<file path="src/rtl/rc5_pkg.sv">
// Shared RC5-16 definitions for the key schedule and the datapath.
package rc5_pkg;

  localparam int unsigned W       = 16;
  localparam logic [15:0] P16     = 16'hB7E1;
  localparam logic [15:0] Q16     = 16'h9E37;
  localparam int unsigned C_WORDS = 8;
  localparam int unsigned T_MAX   = 64;

  typedef enum logic [1:0] {
    StIdle,
    StInit,
    StMix,
    StDone
  } ks_state_e;

  // Upper half of the doubled word shifted left is the left rotation.
  function automatic logic [15:0] rotl16(input logic [15:0] value, input logic [3:0] amt);
    logic [31:0] dbl;
    dbl = {value, value} << amt;
    return dbl[31:16];
  endfunction

endpackage

</file>
<file path="src/rtl/rc5_s_table.sv">
// 64x16 S-table: one synchronous write port, two combinational read ports.
// RC5_KS_ZEROIZE_EN adds an asynchronous clear of every entry on rst.
module rc5_s_table
  import rc5_pkg::*;
(
  input  logic        clk,
  input  logic        rst,
  input  logic        we,
  input  logic [5:0]  waddr,
  input  logic [15:0] wdata,
  input  logic [5:0]  mix_raddr,
  output logic [15:0] mix_rdata,
  input  logic [5:0]  ext_raddr,
  output logic [15:0] ext_rdata
);

  logic [15:0] mem [T_MAX];

`ifdef RC5_KS_ZEROIZE_EN
  always_ff @(posedge clk or posedge rst) begin
    if (rst) begin
      for (int n = 0; n < T_MAX; n++) mem[n] <= '0;
    end else if (we) begin
      mem[waddr] <= wdata;
    end
  end
`else
  logic unused_rst;
  assign unused_rst = rst;

  always_ff @(posedge clk) begin
    if (we) mem[waddr] <= wdata;
  end
`endif

  assign mix_rdata = mem[mix_raddr];
  assign ext_rdata = mem[ext_raddr];

endmodule

</file>
<file path="src/rtl/rc5_key_sched.sv">
// RC5-16/r/16 key expansion into the S table read by the datapath.
// RC5_KS_ZEROIZE_EN clears L, A and B when the mix finishes.
module rc5_key_sched
  import rc5_pkg::*;
(
  input  logic         clk,
  input  logic         rst,
  input  logic         start,
  input  logic [127:0] key,
  input  logic [4:0]   num_rounds,
  output logic         busy,
  output logic         ready,
  input  logic [5:0]   s_raddr,
  output logic [15:0]  s_rdata
);

  ks_state_e   state_q, state_d;
  logic [6:0]  t_q, t_d;
  logic [6:0]  i_q, i_d;
  logic [2:0]  j_q, j_d;
  logic [7:0]  k_q, k_d;
  logic [15:0] a_q, a_d, b_q, b_d;
  logic [15:0] l_q [C_WORDS];
  logic [15:0] l_d [C_WORDS];

  logic        s_we;
  logic [15:0] s_wdata;
  logic [15:0] s_mix;
  logic [15:0] a_sum, a_new, ab_sum, b_sum, b_new, init_word;
  logic [7:0]  t_eff, mix_len;
  logic [6:0]  i_inc;

  rc5_s_table u_s_table (
    .clk       (clk),
    .rst       (rst),
    .we        (s_we),
    .waddr     (i_q[5:0]),
    .wdata     (s_wdata),
    .mix_raddr (i_q[5:0]),
    .mix_rdata (s_mix),
    .ext_raddr (s_raddr),
    .ext_rdata (s_rdata)
  );

  always_comb begin
    t_eff     = (t_q < 7'd8) ? 8'd8 : {1'b0, t_q};
    mix_len   = t_eff + (t_eff << 1);
    i_inc     = i_q + 7'd1;
    init_word = P16 + {9'd0, i_q} * Q16;
    a_sum     = s_mix + a_q + b_q;
    a_new     = rotl16(a_sum, 4'd3);
    ab_sum    = a_new + b_q;
    b_sum     = l_q[j_q] + ab_sum;
    b_new     = rotl16(b_sum, ab_sum[3:0]);
  end

  always_comb begin
    state_d = state_q;
    t_d     = t_q;
    i_d     = i_q;
    j_d     = j_q;
    k_d     = k_q;
    a_d     = a_q;
    b_d     = b_q;
    l_d     = l_q;
    s_we    = 1'b0;
    s_wdata = '0;
    unique case (state_q)
      StIdle, StDone: begin
        if (start) begin
          state_d = StInit;
          t_d     = {1'b0, num_rounds, 1'b0} + 7'd2;
          i_d     = '0;
          j_d     = '0;
          k_d     = '0;
          a_d     = '0;
          b_d     = '0;
          for (int m = 0; m < C_WORDS; m++) l_d[m] = key[16*m +: 16];
        end
      end
      StInit: begin
        // The slot at i == t is a write-free turnaround cycle before the mix.
        if (i_q == t_q) begin
          state_d = StMix;
          i_d     = '0;
        end else begin
          s_we    = 1'b1;
          s_wdata = init_word;
          i_d     = i_inc;
        end
      end
      StMix: begin
        s_we     = 1'b1;
        s_wdata  = a_new;
        a_d      = a_new;
        b_d      = b_new;
        l_d[j_q] = b_new;
        i_d      = (i_inc == t_q) ? 7'd0 : i_inc;
        j_d      = j_q + 3'd1;
        k_d      = k_q + 8'd1;
        if (k_q == mix_len - 8'd1) begin
          state_d = StDone;
`ifdef RC5_KS_ZEROIZE_EN
          a_d = '0;
          b_d = '0;
          for (int m = 0; m < C_WORDS; m++) l_d[m] = '0;
`endif
        end
      end
      default: state_d = StIdle;
    endcase
  end

  always_ff @(posedge clk or posedge rst) begin
    if (rst) begin
      state_q <= StIdle;
      t_q     <= '0;
      i_q     <= '0;
      j_q     <= '0;
      k_q     <= '0;
      a_q     <= '0;
      b_q     <= '0;
      for (int m = 0; m < C_WORDS; m++) l_q[m] <= '0;
    end else begin
      state_q <= state_d;
      t_q     <= t_d;
      i_q     <= i_d;
      j_q     <= j_d;
      k_q     <= k_d;
      a_q     <= a_d;
      b_q     <= b_d;
      l_q     <= l_d;
    end
  end

  assign busy  = (state_q == StInit) || (state_q == StMix);
  assign ready = (state_q == StDone);

endmodule

</file>
<file path="config.mk">
export PLATFORM = sky130hd
export DESIGN_NAME = rc5_key_sched
export DESIGN_NICKNAME = d
export VERILOG_FILES = /design/src/rtl/rc5_pkg.sv /design/src/rtl/rc5_s_table.sv /design/src/rtl/rc5_key_sched.sv
export SDC_FILE = /design/constraint.sdc
export NUM_CORES = 2
export LEC_CHECK = 0
export BUFFER_PORTS_ARGS = -buffer_cell sky130_fd_sc_hd__buf_2
export CORE_ASPECT_RATIO = 0.7
export CORE_MARGIN = 3
export CORE_UTILIZATION = 52
export DETAILED_ROUTE_END_ITERATION = 10
export GPL_TIMING_DRIVEN = 0
export PLACE_DENSITY = 0.73
export REMOVE_ABC_BUFFERS = 1
export SLEW_MARGIN = 20
export SYNTH_ARGS = -nofsm -noshare
export SYNTH_HDL_FRONTEND = slang
export SYNTH_SLANG_ARGS = --single-unit
</file>
<file path="constraint.sdc">
create_clock -name clk -period 12.3 [get_ports clk]
set_clock_uncertainty 0.15 [all_clocks]
set_input_delay 0.615 -clock clk [delete_from_list [all_inputs] [get_ports clk]]
set_output_delay 0.615 -clock clk [all_outputs]
set_load 0.1 [all_outputs]
</file>
==> metrics <==
weighted congestion reported at the end of routability-driven placement 0.911; worst min-delay path class input port to register; number of top-level pins 160; EDFF count, synth 1024; Post-Synthesis Mean Instance Area 17.4 um^2; number of port buffers 159; cell area after layout 70600 um^2; clock sink count 1210; vias per inst 7.31; Root Buffer sky130_fd_sc_hd__clkbuf_16; fraction of final layout cells sized beyond drive strength 1 0.323; Max-slew headroom 0.193; number of routed nets with antenna violations 0; netlist area before placement 61300 um^2; worst-margin pin slew 1.21 ns; dominant delay contributor by cell family on the critical path compound AO/OA/AOI/OAI gates; H-tree levels 3; post-detailed-routing wire length 185 mm; final routed DRC violation total 2; antenna violations before repair 21; number of CTS-inserted buffers 112; Clock Latency Late Sink 0.75 ns; portion of the clock cycle consumed by the worst path in the final layout 0.947; worst-path cell with the longest stage delay sky130_fd_sc_hd__mux4_2; type of the worst setup path register to register; area of placed instances 65900 um^2; die area 122000 um^2; status finished, violations left; Max Freq 85.8 MHz; post-synthesis sequential area ratio 0.577; commonest cells after routing, fill and taps aside sky130_fd_sc_hd__edfxtp_1, sky130_fd_sc_hd__mux4_2, sky130_fd_sc_hd__dfrtp_1, sky130_fd_sc_hd__buf_2, sky130_fd_sc_hd__nand2_1; final net count 4004; worst path arrival time 12.07 ns; area of the core 116000 um^2; type of element capturing the critical path register; setup repair after global routing missed its margin false; number of max-cap violations 0; nature of the critical path startpoint register; FFs w/ async S/R, synth 0.154; violation count after the first detailed-route iteration 6336; width of the die 417 um; most used flip-flop cell after synthesis sky130_fd_sc_hd__edfxtp_1; data required time of the worst path 12.72 ns; GRT overflow 0; synth-to-layout area growth 15.0%; worst-case hold slack 0.0330 ns; count of endpoints failing hold in the final timing report 0; Initial Utilization 0.529; total setup violations reported at the end of the flow 0; Synth warnings 0; clock slew at the register clock pins of the worst setup and hold paths 0.07 ns; most frequent standard cell in the layout excluding fill and tap cells sky130_fd_sc_hd__edfxtp_1; count of vias placed by the detailed router 39100; failing checks design-rule violations; Hold Path Origin key[78]; final HPWL from detailed placement 115 mm; clock tree from TritonCTS built; largest stage delay on the critical path 0.59 ns; number of placement rows 104; number of distinct library cells after synthesis 80; number of global-route vias before repair 38000; Clock Tree Buf Depth 3; crit path from i_q[0]; sum of buffers and inverters on the critical path 4; cell repeated most along the worst path sky130_fd_sc_hd__a21oi_1; worst flop-to-flop path startpoint i_q[0]; first-pass GRT wire length 268 mm; detailed-router iteration count before antenna repair 11; height of the die 293 um; Synth Register Bits 1210; Max Fanout on Critical Path 30; largest net degree at the start of global routing 86; count of mapped cells out of synthesis 3522; final critical delay including setup and external delays 11.65 ns; total routing resource utilization after global routing 0.302; final count of pins violating max slew 0; routed len/inst 34.6 um
-- state kept, by name (all words and copies together) (netlist names) --
signal         flops
i_q                7
b_q               16
a_q               16
j_q                3
t_q                6
state_q            2
l_q              128
k_q                8
u_s_table.mem   1024
-- worst register-to-register path, delay by kind of cell (launching register included) --
family	cells	cell delay, ns
AOI/OAI and AO/OA	19	3.88
muxes	6	2.97
adders and majority gates	5	1.83
xor gates and xnor gates	3	0.85
buffers and inverters	4	1.09
and+or+nand+nor	2	0.29
DFF	1	0.45
-- kinds of logic (layout without fill, tap and decap cells) --
kind of cell / Yosys count / after routing / synth area share
DFF: 1210 / 1210 / 0.577
muxes: 700 / 700 / 0.254
AOI/OAI and AO/OA: 574 / 574 / 0.0637
and+or+nand+nor: 461 / 461 / 0.0352
buffers and inverters: 333 / 613 / 0.0205
adders and majority gates: 153 / 153 / 0.0361
xor gates and xnor gates: 91 / 91 / 0.0137
other: 0 / 7 / 0
-- through the flow --
| step | setup TNS, ns | std cells | utilization | setup slack [ns] |
|---|---|---|---|---|
| floorplan | -7656.13 | 3267 | - | -6.85 |
| global placement | - | 4963 | 0.544 | -14.59 |
| detailed placement | 0 | 5047 | 0.568 | 0.240 |
| CTS | 0 | 5336 | 0.607 | 0.198 |
| global route | 0 | 5340 | 0.608 | 0.0868 |
| finish | 0 | 5346 | 0.609 | 0.650 |
-- synth_stat cells, types with 26 or more instances --
cell type	count	area (um^2)
sky130_fd_sc_hd__edfxtp_1	1024	30700
sky130_fd_sc_hd__mux4_2	681	15300
sky130_fd_sc_hd__dfrtp_1	186	4650
sky130_fd_sc_hd__clkbuf_1	181	679
sky130_fd_sc_hd__nand2_1	151	567
sky130_fd_sc_hd__o21ai_0	143	716
sky130_fd_sc_hd__ha_1	113	1410
sky130_fd_sc_hd__nor2_1	106	398
sky130_fd_sc_hd__a21oi_1	101	505
sky130_fd_sc_hd__inv_1	76	285
sky130_fd_sc_hd__buf_1	69	259
sky130_fd_sc_hd__xnor2_1	61	534
sky130_fd_sc_hd__a22oi_1	48	360
sky130_fd_sc_hd__nand3_1	48	240
sky130_fd_sc_hd__and3_1	47	294
sky130_fd_sc_hd__fa_1	40	801
sky130_fd_sc_hd__nor3_1	38	190
sky130_fd_sc_hd__o22ai_1	32	200
sky130_fd_sc_hd__xor2_1	27	236
sky130_fd_sc_hd__o32ai_1	26	228
-- path summary, 6_finish.rpt --
| path | to | slack (ns) | cells after the start |
|---|---|---|---|
| setup / recovery | l_q[13] | 0.65 | 39 |
| hold / removal | l_q[62] | 0.03 | 3 |
| setup reg to reg | l_q[13] | 0.65 | 39 |
| hold reg to reg | l_q[30] | 0.35 | 2 |
| max in group asynchronous | l_q[5] | 10.64 | 5 |
| min in group asynchronous | i_q[6] | 0.22 | 3 |
-- per-layer routing --
layer  routed length [um]  track usage
met4                 7560        0.111
met2                82400        0.435
met1                68100        0.431
met3                26700        0.103
met5                  137            0
-- layout make-up --
type	count	area (um^2)
multi-input combinational	1979	25500
sequential	1210	35400
timing repair buffer	328	3690
clock buffer	142	3020
tap	1537	1920
clock inverter	65	677
fill	7896	45400
inverter	78	302
antenna	7	17.5
-- timing repair --
item                       4_1_cts  5_1_grt
hold buffers                    82        0
gates resized for setup          0        6
setup endpoints to repair        0      143
hold endpoints to repair       104        0
setup buffers                    0        3
Power is not shown: default switching activity piles up to over one toggle a cycle in this logic, so the estimate is an artifact.
